File: src/rtl/led_pattern_gen.sv
// Parametrised LED sequencer: FILL / CHASE / BOUNCE / FILL_DRAIN patterns, one step per DIV clocks.
// Define LED_PATTERN_ACTIVE_LOW_EN to drive inverted (active-low) LED outputs.

module led_pattern_lane #(
  parameter int IDX = 0,
  parameter int N_W = 4
) (
  input  logic           fill_i,
  input  logic [N_W-1:0] n_i,
  output logic           led_o
);
  localparam logic [N_W-1:0] IDX_N = N_W'(IDX);

  // Fill masks light every lane below the count; one-hot patterns light only lane n.
  assign led_o = fill_i ? (IDX_N < n_i) : (IDX_N == n_i);
endmodule

module led_pattern_gen #(
  parameter int WIDTH = 8,
  parameter int DIV   = 1
) (
  input  logic             clk,
  input  logic             reset,
  input  logic             enable,
  input  logic [1:0]       mode,
  output logic [WIDTH-1:0] out,
  output logic             cycle_done
);
  localparam int STEP_W = $clog2(2*WIDTH);
  localparam int N_W    = STEP_W + 1;
  localparam int PW     = (DIV > 1) ? $clog2(DIV) : 1;

  localparam logic [PW-1:0]  PRESC_LAST = PW'(DIV-1);
  localparam logic [N_W-1:0] W_N        = N_W'(WIDTH);
  localparam logic [N_W-1:0] W2_N       = N_W'(2*WIDTH);
  localparam logic [N_W-1:0] W2M2_N     = N_W'(2*WIDTH-2);

`ifdef LED_PATTERN_ACTIVE_LOW_EN
  localparam logic INV = 1'b1;
`else
  localparam logic INV = 1'b0;
`endif

  typedef enum logic [1:0] {
    M_FILL       = 2'd0,
    M_CHASE      = 2'd1,
    M_BOUNCE     = 2'd2,
    M_FILL_DRAIN = 2'd3
  } mode_e;

  typedef struct packed {
    logic           fill;
    logic [N_W-1:0] n;
  } pat_t;

  function automatic logic [STEP_W-1:0] last_step(input mode_e m);
    logic [STEP_W-1:0] r;
    case (m)
      M_FILL:   r = STEP_W'(WIDTH);
      M_CHASE:  r = STEP_W'(WIDTH-1);
      M_BOUNCE: r = STEP_W'(2*WIDTH-3);
      default:  r = STEP_W'(2*WIDTH-1);
    endcase
    return r;
  endfunction

  // Reduce (mode, step) to a fill-or-onehot flag plus a bit count / position.
  function automatic pat_t pat_of(input mode_e m, input logic [STEP_W-1:0] s);
    pat_t             p;
    logic [N_W-1:0]   s_n;
    s_n = {1'b0, s};
    case (m)
      M_FILL:   begin p.fill = 1'b1; p.n = s_n; end
      M_CHASE:  begin p.fill = 1'b0; p.n = s_n; end
      M_BOUNCE: begin p.fill = 1'b0; p.n = (s_n < W_N) ? s_n : (W2M2_N - s_n); end
      default:  begin p.fill = 1'b1; p.n = (s_n <= W_N) ? s_n : (W2_N - s_n); end
    endcase
    return p;
  endfunction

  mode_e             mode_q, mode_d;
  logic [STEP_W-1:0] step_q, step_d;
  logic [PW-1:0]     presc_q, presc_d;
  logic              cyc_q, cyc_d;
  logic [WIDTH-1:0]  out_q, out_d;
  logic              tick;
  mode_e             mode_in;
  pat_t              pat;
  logic [WIDTH-1:0]  pat_bits;

  assign mode_in = mode_e'(mode);
  assign tick    = enable && (presc_q == PRESC_LAST);

  // Mode change wins over tick and over enable low.
  always_comb begin
    mode_d  = mode_q;
    step_d  = step_q;
    presc_d = presc_q;
    cyc_d   = 1'b0;
    if (mode_in != mode_q) begin
      mode_d  = mode_in;
      step_d  = '0;
      presc_d = '0;
    end else if (tick) begin
      presc_d = '0;
      if (step_q == last_step(mode_q)) begin
        step_d = '0;
        cyc_d  = 1'b1;
      end else begin
        step_d = step_q + 1'b1;
      end
    end else if (enable) begin
      presc_d = presc_q + 1'b1;
    end
  end

  assign pat = pat_of(mode_d, step_d);

  for (genvar i = 0; i < WIDTH; i++) begin : g_lane
    led_pattern_lane #(.IDX(i), .N_W(N_W)) u_lane (
      .fill_i (pat.fill),
      .n_i    (pat.n),
      .led_o  (pat_bits[i])
    );
  end

  assign out_d = pat_bits ^ {WIDTH{INV}};

  always_ff @(posedge clk or posedge reset) begin
    if (reset) begin
      mode_q  <= M_FILL;
      step_q  <= '0;
      presc_q <= '0;
      cyc_q   <= 1'b0;
      out_q   <= {WIDTH{INV}};
    end else begin
      mode_q  <= mode_d;
      step_q  <= step_d;
      presc_q <= presc_d;
      cyc_q   <= cyc_d;
      out_q   <= out_d;
    end
  end

  assign out        = out_q;
  assign cycle_done = cyc_q;
endmodule
File: config.mk
export PLATFORM = sky130hd
export DESIGN_NAME = led_pattern_gen
export DESIGN_NICKNAME = d
export VERILOG_FILES = /design/src/rtl/led_pattern_gen.sv
export SDC_FILE = /design/constraint.sdc
export NUM_CORES = 1
export LEC_CHECK = 0
export CORE_MARGIN = 1.5
export CORE_UTILIZATION = 49
export DETAILED_ROUTE_END_ITERATION = 10
export PLACE_DENSITY = 0.73
export SYNTH_ARGS = -nofsm -noshare
export SYNTH_HDL_FRONTEND = slang
export SYNTH_SLANG_ARGS = --single-unit
File: constraint.sdc
create_clock -name clk -period 3 [get_ports clk]
set_input_delay 0.6 -clock clk [delete_from_list [all_inputs] [get_ports clk]]
set_output_delay 0.6 -clock clk [all_outputs]
set_load 0.005 [all_outputs]
==> run metrics <==
asr flop ratio synth 100%; Fmax 0.321 GHz; Routed Antenna Nets 0; RSZ-0062 raised after global routing true; io pins 14; CP peak stage delay 550 ps; Synth area leader dfrtp_1; number of CTS-inserted buffers 3; Iter 0 DRT Violations 58; Buffers on Ports 13; Tot Pwr 0.000551 W; Hold Path Depth 3; Worst path depth 13; first-pass iteration count of the detailed router 5; grt ovf 0; syn_nets 130; Post-layout nets 178; H-Tree Depth 1; critical-path cell list nand2_1, or4_4, a21o_1, nand4_1, or2_4, buf_4, ha_4, o21ai_2, and4b_2, nor4_4, buf_4, nor4_2, a211o_1; global-route wire length before repair 4790 um; Area Overhead vs Synth 56.7%; Final Cycle Share 104%; CORE AREA 2040 um^2; failing checks negative setup slack; Reg2Reg Depth 13; Routability Congestion 0.928; largest net degree at the start of global routing 17; max-cap violation count 0; Lkg Pwr 0.788 nW; Die Height 50.4 um; antenna cell count 0; clk sink count 16; FF+latch count, synth 16; die area 2540 um^2; Synthesis Warnings 0; worst endpoint required time 3200 ps; share of cells above drive strength 1 43.6%; CP max-delay cell or4_4; vias in the first global route 1052; Layout Utilization 84.4%; DR WL/cell 19.1 um; synthesized area per cell 9.32 um^2; initial antenna violation count 0; Worst-Margin Slew 648 ps; Fin Clk Skew 7.47 ps; CTS tree built; CTS clk-pin slew, worst paths 110 ps; endpoints failing hold 0; Die X 50.4 um; # rows 16; drt via density 6.20; placed inst area 1500 um^2; CP startpoint kind register; share of the yosys chip area belonging to registers 36.4%; DRC 0; Slew Viols, Final 0; CTS root buf clkbuf_4; Clock Latency Late Sink 310 ps; drt total wl 3670 um; Synth Instances 118; main area contributors after synthesis dfrtp_1 36%, ha_1 8.0%, nor2_1 3.4%; Hold Path Class in2reg; Tot GR Track Use 25.5%; Buf+Inv Stages, Crit Path 2; CTS Buffer Depth 2; post-synthesis cell area 1100 um^2; crit end category register; Main synth FF type dfrtp_1; via count 1191; Rel. slew slack 56.8%; minimum clock period 3120 ps; post-route cell area 1720 um^2; Post-synth EDFFs 0; final setup vio count 6; Cell Pwr Density 320 nW/um^2; Synth cell types 46; post-DP HPWL 2030 um; Yosys top cell area share 36.4%; initial core utilization 53.9%; CP dominant cell by count buf_4; worst-case vdd ir drop 0.332 mV; CP max FO 4; CP delay by family, top simple AND/OR/NAND/NOR gates; critical path type reg2reg; status finished, violations left; Arrival @ worst endpoint 3310 ps; Final WS setup -116 ps
-- path summary, 6_finish.rpt --
| kind | end | slack (ps) | start |
|---|---|---|---|
| max | out[5] | -120 | step_q[1] |
| min | presc_q | 590 | enable |
| max reg2reg | out[5] | -120 | step_q[1] |
| min reg2reg | presc_q | 700 | presc_q |
| max in group asynchronous | out[6] | 1920 | reset |
| min in group asynchronous | step_q[2] | 660 | reset |
-- placed cells by master, fill, tap and decap left out, types with 2 or more instances in the layout --
cell type / instances
a2111oi_4: 2
a211o_1: 3
a211oi_2: 2
a21o_1: 2
a21oi_1: 2
buf_4: 35
clkbuf_4: 3
clkdlybuf4s50_1: 10
dfrtp_1: 16
dlymetal6s2s_1: 2
ha_1: 5
ha_4: 2
inv_1: 5
mux2i_1: 2
nand2_1: 7
nand2b_4: 2
nand3_1: 5
nor2_1: 8
nor2_2: 2
nor2b_1: 3
nor3_1: 2
nor3b_1: 2
nor4_2: 2
o21ai_0: 2
o21ai_1: 2
o21ai_2: 2
or2_4: 2
or3_4: 2
xnor2_2: 2
xor2_1: 4
-- layout make-up --
cell class / count / area, um^2
clock buffers: 4 / 36.3
fillers: 107 / 319
inverters: 6 / 22.5
multi-input cells: 91 / 837
flip-flops and latches: 16 / 400
well taps: 27 / 33.8
repair buffers: 48 / 393
-- synth_stat cells (2+ instances only) --
| cell type | n |
|---|---|
| nor2b_1 | 3 |
| a21oi_1 | 3 |
| nand2b_1 | 2 |
| nor3b_1 | 3 |
| o21ai_0 | 3 |
| nand2_1 | 7 |
| a211oi_1 | 2 |
| dfrtp_1 | 16 |
| xor2_1 | 4 |
| or2_2 | 2 |
| clkbuf_1 | 4 |
| nand3_1 | 5 |
| nor4_1 | 2 |
| nor2_1 | 10 |
| ha_1 | 7 |
| a211o_1 | 3 |
| xnor2_1 | 2 |
| mux2i_1 | 2 |
| o21ai_1 | 3 |
| inv_1 | 6 |
| a21o_1 | 2 |
| nor3_1 | 3 |
-- layer usage --
metal | GRT usage (%) | part of all wire, % | vias to the layer above
li1 | - | - | 519
met1 | 35.1 | 39 | 562
met2 | 42.1 | 48 | 85
met3 | 2.68 | 7.3 | 25
met4 | 8.11 | 5.4 | 0
met5 | 0 | 0 | -
-- state kept, by name, indices dropped and copies added, names as in the netlist --
signal      count
mode_q          2
presc_q         1
cycle_done      1
step_q          4
out             8
-- cells by family (layout without fill, tap and decap cells) --
logic type,Yosys count,in the layout,share of synthesized area (%)
buffers and inverters,11,58,4.44
DFF,16,16,36.4
muxes,2,2,1.82
and+or+nand+nor,50,50,26.4
xor gates and xnor gates,6,6,4.78
AOI/OAI and AO/OA,26,26,18.2
adders and majority gates,7,7,7.96
-- worst reg2reg max path: stages (launching register included) --
cell and delay, ps:
dfrtp_1 420, nand2_1 80, or4_4 550, a21o_1 190, nand4_1 130, or2_4 140
buf_4 110, ha_4 140, o21ai_2 70, and4b_2 290, nor4_4 400, buf_4 200
nor4_2 40, a211o_1 230
-- metrics by stage --
step                instances  setup slack (ps)  hold WS (ps)  setup TNS (ps)
detailed placement        182              -611           552           -4300
global placement          182              -557           544           -4000
floorplan                 118              -200           514           -1090
CTS                       188              3.06           566               0
global route              192              -170           596            -875
finish                    192              -116           591            -457
-- power breakdown --
part	switching, W	internal (W)	leakage, nW
Combinational	0.0000848	0.0000793	0.553
Sequential	0.00000503	0.000226	0.214
Clock	0.0000819	0.0000743	0.0210
-- repair_timing --
item,CTS,global route
hold buffers,0,0
setup endpoints to repair,8,8
buffers inserted,2,4
pin swaps,4,9
gates resized for setup,8,23
(Power assumes the default switching activity.)
